## src/rtl/motoro3_step_sequencer.sv

```systemverilog
// Commutation step sequencer: PWM period counter, per-step period counter and
// electrical step index with a graceful stop at the end of the current step.
module motoro3_step_sequencer #(
   parameter int STEP_NUM = 12
) (
   input  logic        clk,
   input  logic        rst,
   input  logic        enable,
   input  logic        dirRev,
   input  logic [7:0]  pwmLen,
   input  logic [15:0] slLen,
   output logic [3:0]  lcStep,
   output logic [7:0]  pwmCnt,
   output logic        pwmTick,
   output logic [15:0] stepCnt,
   output logic        stepTick,
   output logic        cycleTick,
   output logic        running
);

   typedef enum logic [1:0] {
      ST_IDLE,
      ST_RUN,
      ST_STOPPING
   } state_t;

   localparam logic [4:0] STEP_NUM_W = 5'(STEP_NUM);
   localparam logic [3:0] STEP_LAST  = 4'(STEP_NUM - 1);

   state_t      state_q, state_d;
   logic [3:0]  lc_step_q, lc_step_d;
   logic [7:0]  pwm_cnt_q, pwm_cnt_d;
   logic [15:0] step_cnt_q, step_cnt_d;
   logic [7:0]  pwm_len_r_q, pwm_len_r_d;

   logic        active;
   logic [7:0]  pwm_len_eff;
   logic [15:0] sl_len_eff;
   logic        pwm_tick;
   logic        step_tick;
   logic        wrap;
   logic [3:0]  lc_step_adv;

   always_ff @(posedge clk or posedge rst) begin
      if (rst) begin
         state_q     <= ST_IDLE;
         lc_step_q   <= 4'd0;
         pwm_cnt_q   <= 8'd0;
         step_cnt_q  <= 16'd0;
         pwm_len_r_q <= 8'd1;
      end else begin
         state_q     <= state_d;
         lc_step_q   <= lc_step_d;
         pwm_cnt_q   <= pwm_cnt_d;
         step_cnt_q  <= step_cnt_d;
         pwm_len_r_q <= pwm_len_r_d;
      end
   end

   always_comb begin
      active      = (state_q != ST_IDLE);
      pwm_len_eff = (pwmLen == 8'd0) ? 8'd1 : pwmLen;
      sl_len_eff  = (slLen == 16'd0) ? 16'd1 : slLen;
      pwm_tick    = active && (pwm_cnt_q == pwm_len_r_q - 8'd1);
      // >= rather than == so a shrinking slLen ends the step at the next period end
      step_tick   = pwm_tick && (step_cnt_q >= sl_len_eff - 16'd1);

      wrap        = 1'b0;
      lc_step_adv = 4'd0;
      if ({1'b0, lc_step_q} >= STEP_NUM_W) begin
         lc_step_adv = 4'd0;
      end else if (!dirRev) begin
         wrap        = (lc_step_q == STEP_LAST);
         lc_step_adv = wrap ? 4'd0 : lc_step_q + 4'd1;
      end else begin
         wrap        = (lc_step_q == 4'd0);
         lc_step_adv = wrap ? STEP_LAST : lc_step_q - 4'd1;
      end
   end

   always_comb begin
      state_d     = state_q;
      lc_step_d   = lc_step_q;
      pwm_cnt_d   = pwm_cnt_q;
      step_cnt_d  = step_cnt_q;
      pwm_len_r_d = pwm_len_r_q;

      case (state_q)
         ST_IDLE: begin
            pwm_cnt_d  = 8'd0;
            step_cnt_d = 16'd0;
            if (enable) begin
               state_d     = ST_RUN;
               pwm_len_r_d = pwm_len_eff;
            end
         end
         ST_RUN, ST_STOPPING: begin
            pwm_cnt_d = pwm_tick ? 8'd0 : pwm_cnt_q + 8'd1;
            if (pwm_tick) begin
               pwm_len_r_d = pwm_len_eff;
            end
            if (step_tick) begin
               step_cnt_d = 16'd0;
               lc_step_d  = lc_step_adv;
            end else if (pwm_tick) begin
               step_cnt_d = step_cnt_q + 16'd1;
            end
            // A stop request only takes effect once the current step has finished
            if (!enable) begin
               state_d = step_tick ? ST_IDLE : ST_STOPPING;
            end else begin
               state_d = ST_RUN;
            end
         end
         default: begin
            state_d = ST_IDLE;
         end
      endcase
   end

   assign lcStep    = lc_step_q;
   assign pwmCnt    = pwm_cnt_q;
   assign stepCnt   = step_cnt_q;
   assign pwmTick   = pwm_tick;
   assign stepTick  = step_tick;
   assign cycleTick = step_tick && wrap;
   assign running   = active;

endmodule

```

## config.mk

```make
export PLATFORM = sky130hd
export DESIGN_NAME = motoro3_step_sequencer
export DESIGN_NICKNAME = d
export VERILOG_FILES = /design/src/rtl/motoro3_step_sequencer.sv
export SDC_FILE = /design/constraint.sdc
export NUM_CORES = 1
export LEC_CHECK = 0
export BUFFER_PORTS_ARGS = -buffer_cell sky130_fd_sc_hd__buf_2
export CORE_MARGIN = 2
export CORE_UTILIZATION = 40
export DETAILED_ROUTE_END_ITERATION = 6
export PLACE_DENSITY = 0.6
export SLEW_MARGIN = 15
export SYNTH_ARGS = -nofsm -noshare
export SYNTH_HDL_FRONTEND = slang
export SYNTH_SLANG_ARGS = --single-unit
```

## constraint.sdc

```tcl
create_clock -name clk -period 3.98 [get_ports clk]
set_input_delay 0 -clock clk [delete_from_list [all_inputs] [get_ports clk]]
set_output_delay 0 -clock clk [all_outputs]
set_load 0.02 [all_outputs]
```

* Yosys cells after proc, flatten, opt, wreduce, memory -nomap -nowiden
Cells that the tools add are included.
** Storage, ports and cells
- Register bits :: 38
- Input bits :: 28
- Output and inout port bits :: 32
- Word-level logic and storage cells :: 53
** Operators by class
- Add/sub/neg operators :: 6
- Order comparisons :: 2
- Equal/unequal tests :: 7
- Muxes and demuxes :: 20
- Reduce and logical (&&, ||, !) cells :: 13
** Operators by type and width (count)
- $mux W16 :: 3
- $mux W8 :: 4
- $pmux W16 S2 :: 1
- $pmux W8 S2 :: 2
- $add A16 B1 Y16 const B :: 1
- $ge A16 B16 Y1 :: 1
- $logic_not A16 Y1 :: 1
- $mux W4 :: 4
- $sub A16 B1 Y16 const B :: 1
- $add A8 B1 Y8 const B :: 1
- $eq A8 B8 Y1 :: 1
- $logic_not A8 Y1 :: 1
- $sub A8 B1 Y8 const B :: 1
- $mux W2 :: 3
- $add A4 B1 Y4 const B :: 1
- $eq A4 B4 Y1 const B :: 1
- $ge A4 B4 Y1 const B :: 1
- $logic_not A4 Y1 :: 1
- $ne A2 B2 Y1 const B :: 2
- $pmux W2 S2 :: 1
- $reduce_and A2 Y1 :: 2
- $reduce_bool A2 Y1 :: 2
- $sub A4 B1 Y4 const B :: 1
- $logic_and A1 B1 Y1 :: 3
- other kinds (7) :: 8

* Longest topological paths before layout
Gate-level depths: netlist (run 1).
- Depth in word-level cells :: 8
- Gate-level depth with buffers :: 18

* Worst setup path before layout (run 1)
OpenSTA, ideal clock, no wires.
- Path type :: in2out
- Start point :: in slLen[2]
- End point :: out cycleTick
- Arrival :: 3453 ps
- Path slack :: 527 ps
- Stages :: 16
- Buffers on the path :: 0
- Cell sequence :: or4_4 > nor4_2 > a31oi_1 > ha_1 > inv_1 > nor4_2 > inv_1 > nor2_1 > xnor2_1 > ha_1 > nand4_1 > nor2_1 > o2111ai_1 > o21ai_0 > and2_1 > nor3b_1
** Between the ends
- Word-level cells in the longest chain between the ends :: 6
** RTL lines
- from (decl) :: line 11 : input logic [15:0] slLen,
- $logic_not A16 Y1 :: line 63 : sl_len_eff = (slLen == 16'd0) ? 16'd1 : slLen;
- $mux W16 (*) :: line 63
- $sub A16 B1 Y16 (*) :: line 66 : step_tick = pwm_tick && (step_cnt_q >= sl_len_eff - 16'd1);
- $ge A16 B16 Y1 (*) :: line 66
- $logic_and A1 B1 Y1 (*) :: line 66
- named net stepTick :: line 16 : output logic stepTick,
- $logic_and A1 B1 Y1 (*) :: line 126 : assign cycleTick = step_tick && wrap;
- to (decl) :: line 17 : output logic cycleTick,
The timed path passes the listed nets; every way through them passes the cells marked *.

* Final worst setup path (run 1)
- Start point :: in slLen[2]
- End point :: out cycleTick
** Between the ends
- Word-level cells in the longest chain between the ends :: 6
** RTL lines (line)
- $logic_not A16 Y1 :: 63
- $mux W16 (*) :: 63
- $sub A16 B1 Y16 (*) :: 66
- $ge A16 B16 Y1 (*) :: 66
- $logic_and A1 B1 Y1 (*) :: 66
- $logic_and A1 B1 Y1 (*) :: 126
Mark *: on every way between the ends. The rest lies on a longest branch, timed or not.

==> metrics, run 1 <==
GPL Wtd Cong 0.852; async set-or-reset flop fraction in the synthesized netlist 1.00; Detail Route Antenna Nets 0; root cell of the clock tree clkbuf_8; synth unique cells 57; cell leakage power 0.00166 µW; crit path max fanout 6; core box area 7330 µm²; met3 GRT Util 0.0299; Slew Limit Fails 0; GR peak layer met2; largest net degree at the start of global routing 39; final hold vios 0; YS warnings 0; Num CTS Buffers 5; Power Density 442 nW/µm²; I/O Buffers 59; final net count 484; first drt pass iteration count 4; via/cell ratio 5.35; Synth top cells by count nand2_1 (58), dfrtp_1 (37), nor2_1 (25); via count 2848; post-synth top area share 0.303; vias in the first global route 2613; Period minus WS final 3.58 ns; Die W 91.5 µm; Syn Inst Count 370; unrepaired setup endpoints after global routing no; crit end category output pin; Final Power 1590 µW; slew of the pin with the lowest slew margin 0.699 ns; first-pass GRT wire length 12500 µm; Diodes inserted 0; die area 8370 µm²; Critical Path RT 3.98 ns; Seq cells post-synth 38; Clock Sink Count 38; CTS Buffer Depth 2; Vert. Die Dim 91.5 µm; Clock Skews 0.0119 ns; Rows 31; TNS Setup 0 ns; met1 Track Usage GR 0.261; outcome finished clean; antenna violations before repair 0; DRC 0; routed wire length 7480 µm; max_slew headroom 0.534; share of cells above drive strength 1 0.206; Setup Fix Bufs, Post-CTS 0; final setup fails 0; max cap viols 0; Congestion Overflow GR 0; final worst-path cycle share 0.900; number of enable flip-flop cells after synthesis 0; WP data arrival 3.58 ns; Synth-to-Final Area Change 17.5%; peak supply drop 0.313 mV; clock-pin slew on the worst setup and hold paths 0.07 ns; largest cells by area after synthesis dfrtp_1 (30%), ha_1 (9.8%), nand2_1 (7.1%); fmax 279 MHz; io pins 60; filler instances 708; dominant cell by count in the synthesized netlist nand2_1; largest area contributor in the netlist dfrtp_1; CTS tree built; Hold Path Class in2reg; GR Util met2 0.281; Syn Nets 422; HPWL Detailed 5500 µm; clock latency on the worst-skew pair 0.29 ns; prevailing post-synth register cell dfrtp_1; DR WL/cell 14.1 µm; H-tree depth 2; Starting DRT DRC Count 122; register area share after synthesis 0.311; Setup crit start kind input pin; GRT Total Usage 0.179; Syn Area/Cell 8.27 µm²; Cell Area, Synth 3060 µm²; Initial Utilization 0.417; WS Path Type in2out
## final timing paths
kind	depth (start not counted)	to	start	slack (ns)
max	18	cycleTick	slLen[2]	0.40
min	3	pwm_len_r_q[7]	pwmLen[7]	0.007
max reg2reg	9	lcStep[2]	pwm_len_r_q[0]	1.28
min reg2reg	2	state_q[0]	state_q[0]	0.53
max in group asynchronous	4	pwm_len_r_q[0]	rst	3.26
min in group asynchronous	4	stepCnt[8]	rst	0.36
## report_power, final
| group | switching, µW | internal (µW) | total [µW] |
|---|---|---|---|
| sequential | 106 | 459 | 565 |
| combinational | 469 | 278 | 747 |
| clock | 137 | 139 | 276 |
## layer usage
| layer | vias up | share of wire |
|---|---|---|
| met5 | - | 0 |
| met4 | 0 | 0.0062 |
| met3 | 4 | 0.033 |
| met2 | 50 | 0.46 |
| met1 | 1333 | 0.50 |
| li1 | 1461 | - |
## what timing repair did
| item | CTS | global route |
|---|---|---|
| resized for setup | 0 | 1 |
| hold endpoints to repair | 43 | 0 |
| endpoints found under the setup margin | 0 | 1 |
| hold buffers | 7 | 0 |
## state kept, by name, indices dropped and copies added, names as in the netlist
name         count
state_q          2
pwmCnt           8
pwm_len_r_q      8
stepCnt         16
lcStep           4
## layout by cell type, fill, tap and decap left out, types with 10 or more instances in the layout
cell / instances
inv_1: 22
ha_1: 24
xor2_1: 14
nor2_1: 25
dfrtp_1: 37
nand4_1: 11
o21ai_0: 14
a31oi_1: 15
a21oi_1: 11
o22ai_1: 10
nand2_1: 58
xnor2_1: 15
buf_2: 59
## cell type report
cell class	count	area [µm²]	area share
timing repair buffer	69	388	0.108
multi-input combinational	296	1950	0.543
inverter	22	82.6	0.0230
sequential	38	952	0.265
tap	99	124	0.0345
clock inverter	2	12.5	0.00348
clock buffer	6	82.6	0.0230
## kinds of logic (layout without fill, tap and decap cells)
logic type | after synthesis | count (layout) | synth area share
AO/OA/AOI/OAI | 88 | 88 | 0.188
XOR/XNOR | 30 | 30 | 0.0883
adder cells (fa/ha/maj) | 24 | 24 | 0.0981
buffers and inverters | 36 | 99 | 0.0507
flip-flops | 38 | 38 | 0.311
multiplexers | 5 | 5 | 0.0180
AND/OR/NAND/NOR | 149 | 149 | 0.246
## critical path, stage by stage
cell and delay [ns]:
buf_2 0.13, or4_4 0.57, nor4_2 0.37, a31oi_1 0.18, ha_1 0.24, inv_1 0.10
nor4_2 0.08, inv_1 0.07, or3_1 0.11, xor2_1 0.06, ha_1 0.29, nand4_1 0.12
nor2_1 0.13, o2111ai_1 0.12, o21ai_1 0.34, and2_1 0.26, nor3b_1 0.21, buf_2 0.20
## through the flow
step	area [µm²]	setup WS, ns	utilization	std cells	hold slack, ns
detailed placement	3430	0.101	0.468	517	0.141
finish	3590	0.396	0.490	532	0.00652
global placement	3430	0.233	0.468	517	0.142
floorplan	3060	0.527	-	370	0.0983
global route	3590	0.0524	0.490	532	0.0197
CTS	3590	0.210	0.490	532	0.00106
Power figures use the tool's default switching activity.
==> inputs of run 2 (changes only) <==
--- a/config.mk
+++ b/config.mk
@@ -6,6 +6,7 @@
 export NUM_CORES = 1
 export LEC_CHECK = 0
 export BUFFER_PORTS_ARGS = -buffer_cell sky130_fd_sc_hd__buf_2
+export CORE_ASPECT_RATIO = 1.1
 export CORE_MARGIN = 2
 export CORE_UTILIZATION = 40
 export DETAILED_ROUTE_END_ITERATION = 6
==> run 2 against run 1 <==
Against the previous run:
- clock power grew 21%
- total power grew 5.2%
- clock skew shrank 0.0061 ns
- register-to-register slack gained 0.08 ns
- largest power group unchanged
- fmax grew 1.3%
- critical path depth is the same
==> metrics, run 2 (same netlist as run 1, synthesis figures left out) <==
outcome finished clean; antenna violations before repair 0 (unchanged); final net count 487 (+0.62%); root cell of the clock tree clkbuf_8; Num CTS Buffers 5 (unchanged); CTS tree built; largest net degree at the start of global routing 39 (unchanged); via/cell ratio 5.61 (+4.9%); die area 8370 µm² (about the same); via count 2936 (+3.1%); Setup crit start kind input pin; cell leakage power 0.00169 µW (+1.4%); WS Path Type in2out; RR Startpoint pwm_len_r_q[0]; peak supply drop 0.474 mV (+52%); final worst-path cycle share 0.889 (-0.0119); fmax 283 MHz (+1.3%); Synth-to-Final Area Change 18.3%; GPL Wtd Cong 0.820 (-3.7%); slew of the pin with the lowest slew margin 0.721 ns (+0.0212 ns); max_slew headroom 0.520 (-0.0141); first-pass GRT wire length 13200 µm (+6.1%); vias in the first global route 2832 (+8.4%); GRT Total Usage 0.196 (+0.0168); clock latency on the worst-skew pair 0.30 ns (about the same); unrepaired setup endpoints after global routing no; CTS Buffer Depth 2 (unchanged); Clock Skews 0.00587 ns (-0.00607 ns); Initial Utilization 0.412 (-0.00569); Setup Fix Bufs, Post-CTS 0 (unchanged); Clock Sink Count 38 (unchanged); Die W 87.4 µm (-4.4%); H-tree depth 2 (unchanged); hold path cells 3 (unchanged); clock-pin slew on the worst setup and hold paths 0.08 ns (about the same); DR WL/cell 14.7 µm (+4.9%); CP endpoint cycleTick; CP Launch Point slLen[2]; Slew Limit Fails 0 (unchanged); Reg-to-Reg End lcStep[2]; Detail Route Antenna Nets 0 (unchanged); Vert. Die Dim 95.7 µm (+4.7%); Starting DRT DRC Count 123 (+0.82%); crit path max fanout 6 (unchanged); commonest non-fill, non-tap cell in the layout buf_2; TNS Setup 0 ns (unchanged); HPWL Detailed 5690 µm (+3.5%); Diodes inserted 0 (unchanged); register-to-register setup slack 1.36 ns (+0.08 ns); number of flip-flops in the largest register 16 (unchanged); Critical Path RT 3.98 ns (about the same); filler instances 738 (+4.2%); DRC 0 (unchanged); max cap viols 0 (unchanged); share of cells above drive strength 1 0.206 (+0.000879); final setup fails 0 (unchanged); crit end category output pin; R2R depth 9 (unchanged); Hold Path Class in2reg; most frequent cells in the layout buf_2 (59), nand2_1 (58), dfrtp_1 (37); io pins 60 (unchanged); Period minus WS final 3.54 ns (-0.0473 ns); first drt pass iteration count 4 (unchanged); Final Power 1670 µW (+5.2%); hold_ws 0.142 ns (+0.135 ns); Rows 33 (+6.5%); Congestion Overflow GR 0 (unchanged); Power Density 462 nW/µm² (+4.4%); WP data arrival 3.54 ns (-0.04 ns); I/O Buffers 59 (unchanged); routed wire length 7710 µm (+3.1%); core box area 7430 µm² (+1.4%); final hold vios 0 (unchanged)
## run 2: cell types whose count changed in the layout (fill, tap and decap cells not counted)
| cell | change |
|---|---|
| buf_4 | +1 |
| clkinv_2 | +1 |
| clkbuf_8 | -1 |
| bufinv_16 | +1 |
| dlygate4sd3_1 | +2 |
| clkinvlp_4 | -1 |
## run 2: area by class of cell
type	instances	area, µm²	share of cell area
clock buffers	5	68.8	0.0190
clock inverters	3	40.0	0.0111
inverters	22	82.6	0.0228
multi-input cells	296	1950	0.539
flip-flops and latches	38	952	0.263
well taps	87	109	0.0301
repair buffers	72	415	0.115
## run 2: worst min path at each step
stage	from	to
3_3_place_gp	rst	pwmCnt[4]
6_report	dirRev	lcStep[3]
4_1_cts	dirRev	lcStep[3]
3_5_place_dp	rst	stepCnt[9]
5_1_grt	dirRev	lcStep[3]
2_1_floorplan	enable	state_q[1]
## run 2: routing by layer
metal  GRT usage  up-vias  wire, µm
met1       0.249     1405      3590
met4      0.0628        0       106
met5           0        -         0
met2       0.334       57      3750
li1            -     1464         -
met3      0.0395       10       262
## run 2: power breakdown
group          switching (µW)  total [µW]  internal, µW
Combinational             483         774           292
Clock                     148         333           185
Sequential                105         564           459
## run 2: repair_timing
action	in CTS	in global routing
setup endpoints to repair	0	4
gates resized for setup	0	1
endpoints found under the hold margin	45	0
hold buffers	9	0
## run 2: stage by stage
stage	area (µm²)	setup WS, ns	std cells	util
finish	3620	0.443	523	0.487
global route	3620	0.0200	523	0.487
CTS	3620	0.222	523	0.487
detailed placement	3420	0.0868	506	0.460
global placement	3420	0.200	506	0.460
floorplan	3060	0.527	370	-
## run 2: critical path: stages
cell      delay, ns
buf_2          0.13
or4_4          0.56
nor4_2         0.35
a31oi_1        0.20
ha_1           0.25
inv_1          0.10
nor4_2         0.07
inv_1          0.06
or3_1          0.10
xor2_1         0.15
ha_1           0.26
nand4_1        0.12
o21ai_0        0.10
a211oi_1       0.29
o21ai_1        0.23
and2_1         0.25
nor3b_1        0.14
buf_2          0.17
==> inputs of run 3 (changes only) <==
--- a/config.mk
+++ b/config.mk
@@ -10,7 +10,7 @@
 export CORE_MARGIN = 2
 export CORE_UTILIZATION = 40
 export DETAILED_ROUTE_END_ITERATION = 6
-export PLACE_DENSITY = 0.6
+export PLACE_DENSITY = 0.61
 export SLEW_MARGIN = 15
 export SYNTH_ARGS = -nofsm -noshare
 export SYNTH_HDL_FRONTEND = slang
==> run 3 against run 2 <==
Against the previous run:
- clock power about the same
- via count decreased by 1.6%
- die area unchanged
- routed wire length decreased by 1.7%
- sequential share of layout area about the same
- global-route usage decreased by 0.58 points
- final cell count unchanged
- design area increased by 0.17%
- register-to-register slack got worse by 0.02 ns
- critical path type unchanged
- largest power group unchanged
- highest routed layer unchanged
==> metrics, run 3 (same netlist as run 1, synthesis figures left out) <==
Setup crit start kind input pin; H-tree depth 2 (unchanged); TNS Setup 0 ns (unchanged); final setup fails 0 (unchanged); outcome finished clean; peak supply drop 0.294 mV (-38%); final net count 487 (unchanged); Critical Path RT 3.98 ns (about the same); core box area 7430 µm² (unchanged); Switching Fraction 0.438 (-0.00198); Reg-to-Reg End lcStep[3]; Final Power 1670 µW (-0.35%); buffer and inverter count on the worst path 4 (unchanged); R2R depth 9 (unchanged); commonest non-fill, non-tap cell in the layout buf_2; fin util 0.488 (+0.000842); max cap viols 0 (unchanged); final worst-path cycle share 0.896 (+0.00744); slowest stage delay, CP 0.38 ns (-0.18 ns); clock network fraction of total power 0.200 (about the same); most frequent cells in the layout buf_2 (59), nand2_1 (58), dfrtp_1 (37); clock latency on the worst-skew pair 0.29 ns (about the same); crit end category output pin; GRT Total Usage 0.190 (-0.00576); Critical-path top delay cell nor4_2; max_slew headroom 0.507 (-0.0127); Detail Route Antenna Nets 0 (unchanged); Diodes inserted 0 (unchanged); I/O Buffers 59 (unchanged); total net switching power 730 µW (-0.80%); hold path start pwmLen[0]; DRC 0 (unchanged); Layout Cells excl Fill 523 (unchanged); placed cell count 506 (unchanged); CP cell instances buf_2 > nor3_1 > nand2b_1 > nor4_2 > a31oi_1 > ha_1 > inv_1 > nor4_2 > inv_1 > or3_1 > xor2_1 > ha_1 > nand4_1 > nor2_1 > o2111ai_1 > o21ai_1 > and2_1 > nor3b_1 > buf_2; antenna violations before repair 0 (unchanged); Synth-to-Final Area Change 18.5%; vias in the first global route 2716 (-4.1%); cell leakage power 0.00169 µW (about the same); Starting DRT DRC Count 164 (+33%); clock-pin slew on the worst setup and hold paths 0.08 ns (about the same); Initial Utilization 0.412 (unchanged); HPWL Detailed 5660 µm (-0.58%); routed wire length 7580 µm (-1.7%); Reg power frac 0.339 (+0.002); fmax 280 MHz (-0.83%); Vert. Die Dim 95.7 µm (unchanged); Setup Fix Bufs, Post-CTS 0 (unchanged); CTS tree built; final hold vios 0 (unchanged); RR Startpoint pwm_len_r_q[0]; Slew Limit Fails 0 (unchanged); WS Path Type in2out; DP Worst Slack 0.0470 ns (-0.0398 ns); Internal 935 µW (about the same); WP depth 19 (+1); via/cell ratio 5.52 (-1.6%); Clock Skews 0.00795 ns (+0.00208 ns); first drt pass iteration count 4 (unchanged); WP data arrival 3.57 ns (+0.03 ns); Congestion Overflow GR 0 (unchanged); Period minus WS final 3.57 ns (+0.0296 ns); root cell of the clock tree clkbuf_8; Power Density 459 nW/µm² (-0.52%); Num CTS Buffers 5 (unchanged); number of flip-flops in the largest register 16 (unchanged); first-pass GRT wire length 12700 µm (-3.9%); Clock Sink Count 38 (unchanged); GPL Wtd Cong 0.808 (-1.5%); hold path cells 4 (+1); largest net degree at the start of global routing 39 (unchanged); slew of the pin with the lowest slew margin 0.740 ns (+0.0190 ns); via count 2889 (-1.6%); CTS Buffer Depth 2 (unchanged); Die W 87.4 µm (unchanged); Gate power share 0.461 (-0.002); Hold Path Class in2reg; die area 8370 µm² (unchanged); Top delay family on crit path simple AND/OR/NAND/NOR gates; Rows 33 (unchanged); share of cells above drive strength 1 0.209 (+0.00229); io pins 60 (unchanged); hold endpoint pwm_len_r_q[0]; crit path max fanout 6 (unchanged); register-to-register setup slack 1.34 ns (-0.02 ns); unrepaired setup endpoints after global routing no; filler instances 738 (unchanged); final setup margin 0.414 ns (-0.0296 ns); DR WL/cell 14.5 µm (-1.7%)
-- run 3: final cells by class --
type,instances,area (µm²),area share
clock buffers,5,68.8,0.0190
clock inverters,3,40.0,0.0110
inverters,22,82.6,0.0228
multi-input cells,296,1960,0.540
flip-flops and latches,38,952,0.263
well taps,87,109,0.0300
repair buffers,72,415,0.115
-- run 3: worst reg2reg max path: cells and delay by family (launching register included) --
family,cells,cell delay [ns]
AO/OA/AOI/OAI,1,0.30
XOR/XNOR,1,0.15
adder cells (fa/ha/maj),1,0.28
buffers and inverters,2,0.38
flip-flops,1,0.58
multiplexers,1,0.37
AND/OR/NAND/NOR,3,0.47
-- run 3: per-layer routing --
layer | vias up | GRT usage | share of wire
li1 | 1468 | - | -
met1 | 1356 | 0.252 | 0.47
met2 | 54 | 0.319 | 0.48
met3 | 11 | 0.0352 | 0.031
met4 | 0 | 0.0513 | 0.015
met5 | - | 0 | 0
-- run 3: how the worst max path moves through the flow --
| stage | startpoint | to | slack, ns |
|---|---|---|---|
| 2_1_floorplan | slLen[2] | cycleTick | 0.53 |
| 3_3_place_gp | slLen[8] | lcStep[2] | 0.20 |
| 3_5_place_dp | slLen[8] | lcStep[1] | 0.05 |
| 4_1_cts | slLen[8] | cycleTick | 0.20 |
| 5_1_grt | slLen[2] | cycleTick | 0.06 |
| 6_report | slLen[8] | cycleTick | 0.41 |
-- run 3: power by group through the flow --
stage	clock network [µW]	logic, µW	registers [µW]
5_1_grt	360	857	581
6_report	332	768	565
3_3_place_gp	0	753	569
3_5_place_dp	0	763	573
2_1_floorplan	0	562	555
4_1_cts	340	772	565
-- run 3: through the flow --
stage	hold slack, ns	instance area, µm²
finish	0.167	3630
global route	0.158	3630
floorplan	0.0983	3060
CTS	0.156	3620
detailed placement	0.158	3420
global placement	0.154	3420
-- run 3: repair_timing --
action / 4_1_cts / 5_1_grt
hold endpoints to repair: 45 / 0
hold buffers: 9 / 0
resized for setup: 0 / 2
setup endpoints to repair: 0 / 4
